$ cat config.mk
export PLATFORM = sky130hd
export DESIGN_NAME = reg_file_8x8
export DESIGN_NICKNAME = d
export VERILOG_FILES = /design/src/rtl/reg_file_8x8_pkg.sv /design/src/rtl/reg_file_8x8.sv
export SDC_FILE = /design/constraint.sdc
export NUM_CORES = 1
export LEC_CHECK = 0
export BUFFER_PORTS_ARGS = -buffer_cell sky130_fd_sc_hd__buf_2
export CAP_MARGIN = 20
export CELL_PAD_IN_SITES_DETAIL_PLACEMENT = 2
export CELL_PAD_IN_SITES_GLOBAL_PLACEMENT = 2
export CORE_UTILIZATION = 47
export CTS_CLUSTER_SIZE = 10
export DETAILED_ROUTE_END_ITERATION = 7
export PLACE_DENSITY_LB_ADDON = 0.05
export SLEW_MARGIN = 20
export SYNTH_ARGS = -nofsm -noshare
export SYNTH_HDL_FRONTEND = slang
export SYNTH_SLANG_ARGS = --single-unit
export TNS_END_PERCENT = 100
$ cat constraint.sdc
create_clock -name CLK -period 4.3 [get_ports CLK]
set_input_delay 0.86 -clock CLK [delete_from_list [all_inputs] [get_ports CLK]]
set_output_delay 0.86 -clock CLK [all_outputs]
set_load 0.02 [all_outputs]
$ cat src/rtl/reg_file_8x8_pkg.sv
// Shared sizing constants and ISA register indices for the 8x8 register file.
package reg_file_8x8_pkg;

    localparam int DEF_DATA_WIDTH = 8;
    localparam int DEF_ADDR_WIDTH = 3;
    localparam int NUM_REGS       = 2 ** DEF_ADDR_WIDTH;

    // Register indices as named by the ISA; r0 is an ordinary register.
    localparam logic [DEF_ADDR_WIDTH-1:0] REG_R0 = 3'd0;
    localparam logic [DEF_ADDR_WIDTH-1:0] REG_R1 = 3'd1;
    localparam logic [DEF_ADDR_WIDTH-1:0] REG_R2 = 3'd2;
    localparam logic [DEF_ADDR_WIDTH-1:0] REG_R3 = 3'd3;
    localparam logic [DEF_ADDR_WIDTH-1:0] REG_R4 = 3'd4;
    localparam logic [DEF_ADDR_WIDTH-1:0] REG_R5 = 3'd5;
    localparam logic [DEF_ADDR_WIDTH-1:0] REG_R6 = 3'd6;
    localparam logic [DEF_ADDR_WIDTH-1:0] REG_R7 = 3'd7;

endpackage

$ cat src/rtl/reg_file_8x8.sv
// General-purpose register file: one synchronous write port, two combinational
// read ports, write stall on memory busy, and a written-since-reset mask.
module reg_file_8x8
    import reg_file_8x8_pkg::*;
#(
    parameter int DATA_WIDTH = DEF_DATA_WIDTH,
    parameter int ADDR_WIDTH = DEF_ADDR_WIDTH,
    parameter int BYPASS     = 0
) (
    input  logic                     CLK,
    input  logic                     RESET,
    input  logic                     WRITE,
    input  logic                     BUSYWAIT,
    input  logic [DATA_WIDTH-1:0]    IN,
    input  logic [ADDR_WIDTH-1:0]    INADDRESS,
    input  logic [ADDR_WIDTH-1:0]    OUT1ADDRESS,
    input  logic [ADDR_WIDTH-1:0]    OUT2ADDRESS,
    output logic [DATA_WIDTH-1:0]    REGOUT1,
    output logic [DATA_WIDTH-1:0]    REGOUT2,
    output logic [2**ADDR_WIDTH-1:0] VALID
);

    localparam int N_REGS = 2 ** ADDR_WIDTH;

    logic [DATA_WIDTH-1:0] regs [N_REGS];
    logic                  wr_en;
    logic [DATA_WIDTH-1:0] stored1;
    logic [DATA_WIDTH-1:0] stored2;

    // RESET is folded in so the bypass path never forwards while in reset.
    assign wr_en = WRITE & ~BUSYWAIT & RESET;

    // Storage and valid mask; reset clears everything asynchronously.
    always_ff @(posedge CLK or negedge RESET) begin
        if (!RESET) begin
            for (int i = 0; i < N_REGS; i++) begin
                regs[i] <= '0;
            end
            VALID <= '0;
        end else if (wr_en) begin
            regs[INADDRESS]  <= IN;
            VALID[INADDRESS] <= 1'b1;
        end
    end

    assign stored1 = regs[OUT1ADDRESS];
    assign stored2 = regs[OUT2ADDRESS];

    if (BYPASS != 0) begin : g_bypass
        // Forward the write data to any read port addressing the write target.
        always_comb begin
            REGOUT1 = stored1;
            REGOUT2 = stored2;
            if (wr_en && (OUT1ADDRESS == INADDRESS)) begin
                REGOUT1 = IN;
            end
            if (wr_en && (OUT2ADDRESS == INADDRESS)) begin
                REGOUT2 = IN;
            end
        end
    end else begin : g_no_bypass
        // Reads always return the stored value; a new write shows after the edge.
        always_comb begin
            REGOUT1 = stored1;
            REGOUT2 = stored2;
        end
    end

endmodule

# Word level (Yosys, flattened, before mapping)
# Index checks and enable logic that the tools add are counted.
op_classes:
  addsub: 0
  mul: 0
  div: 0
  magnitude_cmp: 6
  n_eq_ne: 0
  n_shift: 0
  muxes: 11
  n_bitwise: 7
  reduce_logical: 2
ops:
  columns: ["operator", "count"]
  rows:
  - ["bitwise mux 64 bit", 1]
  - ["binary-select mux 8 bit (select 3 bit)", 2]
  - ["two-way mux 8 bit", 5]
  - ["demux 8 bit (select 3 bit)", 1]
  - ["greater-or-equal comparator 4 bit, second input constant", 3]
  - ["inverter 3 -> 4 bit", 3]
  - ["OR 8 bit", 1]
  - ["less-than comparator 3 x 4 -> 1 bit, second input constant", 1]
  - ["less-than comparator 4 x 1 -> 1 bit, second input constant", 1]
  - ["demux 1 bit (select 3 bit)", 1]
  - ["greater-or-equal comparator 3 x 1 -> 1 bit, second input constant", 1]
  - ["bitwise AND 1 bit", 2]
  - ["logical AND 1 bit", 2]
  - ["two-way mux 1 bit", 1]
  - ["inverter 1 bit", 1]
totals:
  regBits: 72
  latch_bits: 0
  mem_bits_rw: 0
  rom_bits: 0
  word_cells: 35
  mem_count: 0

# Logic depth before layout (Yosys ltp)
depth:
  word_depth: 6
  depth_mapped: 5

# Least setup slack after synthesis
# No wires, ideal clock.
synth_timing:
  path_kind: "input to output"
  start: "in OUT2ADDRESS[0]"
  end: "out REGOUT2[2]"
  t_arrival_ps: 1955
  slack_ps: 1485
  path_stages: 4
  n_path_buf: 2
  cell_sequence: "buf_6 buf_12 mux4_1 mux2_2"
synth_via:
  elab_chain_len: 4
synth_rtl:
  columns: ["element", "line", "rtl"]
  rows:
  - ["start, declared", "reg_file_8x8.sv:17", "input logic [ADDR_WIDTH-1:0] OUT2ADDRESS,"]
  - ["inverter 3 -> 4 bit (implied by the code)", "reg_file_8x8.sv:47", "assign stored2 = regs[OUT2ADDRESS];"]
  - ["binary-select mux 8 bit (select 3 bit)", "reg_file_8x8.sv:47", null]
  - ["two-way mux 8 bit (implied by the code) (2 in a row)", "reg_file_8x8.sv:47", null]
  - ["end, declared", "reg_file_8x8.sv:19", "output logic [DATA_WIDTH-1:0] REGOUT2,"]
# Every way passes these cells. The select of a mux whose other input is x is not followed.

# Worst setup path in the final report
layout_timing:
  start: "in OUT2ADDRESS[0]"
  end: "out REGOUT2[3]"
# The elaborated chain is that of the path after synthesis.

==> summary.md <==
| Metric | Value |
|---|---|
| Status | `finished, final reports clean` |
| CP startpoint kind | `primary input` |
| Hold_sp | `VALID[1]$_DFFE_PN0P_` |
| Setup total negative slack | `0 ns` |
| Commonest non-fill, non-tap cell in the layout | `mux2_2` |
| Area delta synth->final | `12.98%` |
| CP max stage cell | `mux4_1` |
| CTS tree | `done` |
| FF-to-FF End | `regs[19]$_DFFE_PN0P_` |
| Cell repeated most along the worst path | `buf_2` |
| Dpl hpwl | `roughly 5700 um` |
| Post-CTS sizing | `0` |
| Worst-path clk slew | `roughly 0.07 ns` |
| Fmax | `309.9 MHz` |
| Mapped Cells | `218` |
| Lkg Pwr | `roughly 2.1 nW` |
| Syn Nets | `~240` |
| Max cap viols | `0` |
| Post-CTS setup buffer count | `0` |
| DRT Pass-1 Iters | `4` |
| Hold Path Depth | `1` |
| Grt ovf | `0` |
| Vias in the first global route | `2473` |
| Synth Cell Area | `0.003816 mm^2` |
| First-pass GRT wire length | `14500 um` |
| Syn Area/Cell | `17.51 um^2` |
| Final setup viols | `0` |
| Final core occ | `55.22%` |
| Via count | `2218` |
| Post-route ant nets | `0` |
| Worst setup EP type | `output pin` |
| Root buf cell | `clkbuf_8` |
| Skew-Pair Late Insertion Delay | `0.34 ns` |
| Worst Hold Class | `flip-flop to flip-flop` |
| Row Count | `32` |
| Ant diodes | `0` |
| Cell taking the most area after synthesis | `dfrtp_1` |
| Final Slew Violations | `0` |
| Cts hold-fix bufs | `0` |
| Die area | `0.008484 mm^2` |
| Die H | `92.11 um` |
| H-tree depth | `3` |
| Seq cells post-synth | `72` |
| Total placed cells including tap cells | `between 300 and 400` |
| Register-to-register setup slack | `3.45 ns` |
| Die width | `92.11 um` |
| # DRC | `0` |
| CP max stage delay | `0.63 ns` |
| Seq/Total Area, Yosys | `between 40% and 50%` |
| GRT Overall Usage | `23.83%` |
| CTS Buf Count | `9` |
| Crit path DAT | `2.37 ns` |
| RSZ-0062 raised after global routing | `no` |
| Final Skew | `0 ns` |
| Layout cell share with drive strength beyond 1 | `57.74%` |
| Pre-CTS setup slack | `1.057 ns` |
| Crit path time final | `3.227 ns` |
| IO Pins | `between 40 and 50` |
| Final wirelength | `9146 um` |
| Pin count of the biggest net entering global routing | `73` |
| Buffers on Ports | `44` |
| DR vias/cell | `between 6 and 7` |
| Final net count | `281` |
| Final Hold Viols | `0` |
| Worst r2r src | `regs[19]$_DFFE_PN0P_` |
| Top post-synthesis cells by area | `dfrtp_1, mux2_2, mux4_1, mux4_2, buf_12` |
| Crit-path max FO | `16` |
| Yosys warns | `0` |
| Final setup margin | `1.073 ns` |
| Yosys top cell area share | `roughly 47%` |
| Core ar. | `0.007807 mm^2` |
| Sink Count | `72` |
| Final Non-Filler Cells | `367` |
| Clock tree buffer depth | `2` |
| R2R cell count | `1` |
| Worst hold endpoint | `VALID[1]$_DFFE_PN0P_` |
| Worst-margin pin slew | `0.9248 ns` |
| RePlAce Congestion | `0.6653` |
| Worst vdd ir | `0.2136 mV` |
| Critical path class | `primary input to output pin` |
| Most frequent cells in the layout | `mux2_2, dfrtp_1, buf_2` |
| Worst EP required | `around 3.4 ns` |
| Initial antenna violation count | `0` |
| Initial drt markers | `80` |
| Power per cell area | `476.1 mW/mm^2` |
| Cell chain of the critical path | `buf_2, mux4_1, mux2_2, buf_2` |
| WL/cell | `24.92 um` |
| Cell variety after synth | `20` |
| Final Cycle Share | `75.04%` |
| Rel. slew slack | `around two fifths` |
| Initial Utilization | `48.88%` |
| Tot Pwr | `2.053 mW` |
registers in the layout, indices dropped and copies added (netlist names):
name	flops
VALID	8
regs	64
through the flow:
| stage | hold slack, ns | instance area, um^2 |
|---|---|---|
| floorplan | 0.4848 | 3816 |
| global route | 0.4844 | 4312 |
| detailed placement | 0.4500 | 4066 |
| global placement | 0.4455 | 4066 |
| CTS | 0.4737 | 4312 |
| finish | 0.4678 | 4312 |
kinds of logic after synthesis:
| family | share of synthesized area (%) |
|---|---|
| flops | 47.21 |
| buf+inv | 2.820 |
| mux | 45.34 |
| simple gates | 4.623 |
how the worst max path moves through the flow:
stage | start | endpoint | slack, ns | depth (start not counted)
5_1_grt | OUT2ADDRESS[0] | REGOUT2[5] | 1.0 | 4
4_1_cts | OUT1ADDRESS[0] | REGOUT1[2] | 1.07 | 4
3_3_place_gp | OUT2ADDRESS[0] | REGOUT2[3] | 1.08 | 4
2_1_floorplan | OUT2ADDRESS[0] | REGOUT2[2] | 1.48 | 4
6_report | OUT2ADDRESS[0] | REGOUT2[3] | 1.07 | 4
3_5_place_dp | OUT2ADDRESS[0] | REGOUT2[3] | 1.06 | 4
power breakdown:
group / switching (mW) / leakage, nW / internal [mW] / total [mW]
registers: 0.0957 / 0.909 / 0.811 / 0.907
logic: 0.209 / 1.03 / 0.271 / 0.480
clock network: 0.264 / 0.124 / 0.402 / 0.666
total: 0.569 / 2.07 / 1.48 / 2.05
critical path: cells and delay by family:
kind	cells	cell delay, ns
buffers and inverters	2	0.59
multiplexers	2	0.91
area by class of cell:
| cell class | count | area (um^2) |
|---|---|---|
| clock buffer | 11 | 141.4 |
| multi-input combinational | 132 | 1907 |
| fill | 701 | 3496 |
| sequential | 72 | 1802 |
| clock inverter | 5 | 103.9 |
| tap | 102 | 127.6 |
| timing repair buffer | 45 | 230.2 |
synthesized netlist by cell type (all sizes together):
cell type and n:
and4bb 1, nand2b 5, and3 1, mux2 80, clkbuf 3, buf 11, nor2 2, dfrtp 72
nand4b 1, mux4 32, nand3b 2, or2 4, nor3b 2, nand2 2
per-layer routing:
layer / global-route usage, % / routed length (um)
met5: 0 / 0
met4: 7.161 / 93
met3: 3.731 / 203
met2: 39.68 / 4708
met1: 32.32 / 4140
Note: power is estimated with default switching activity, not from simulation.
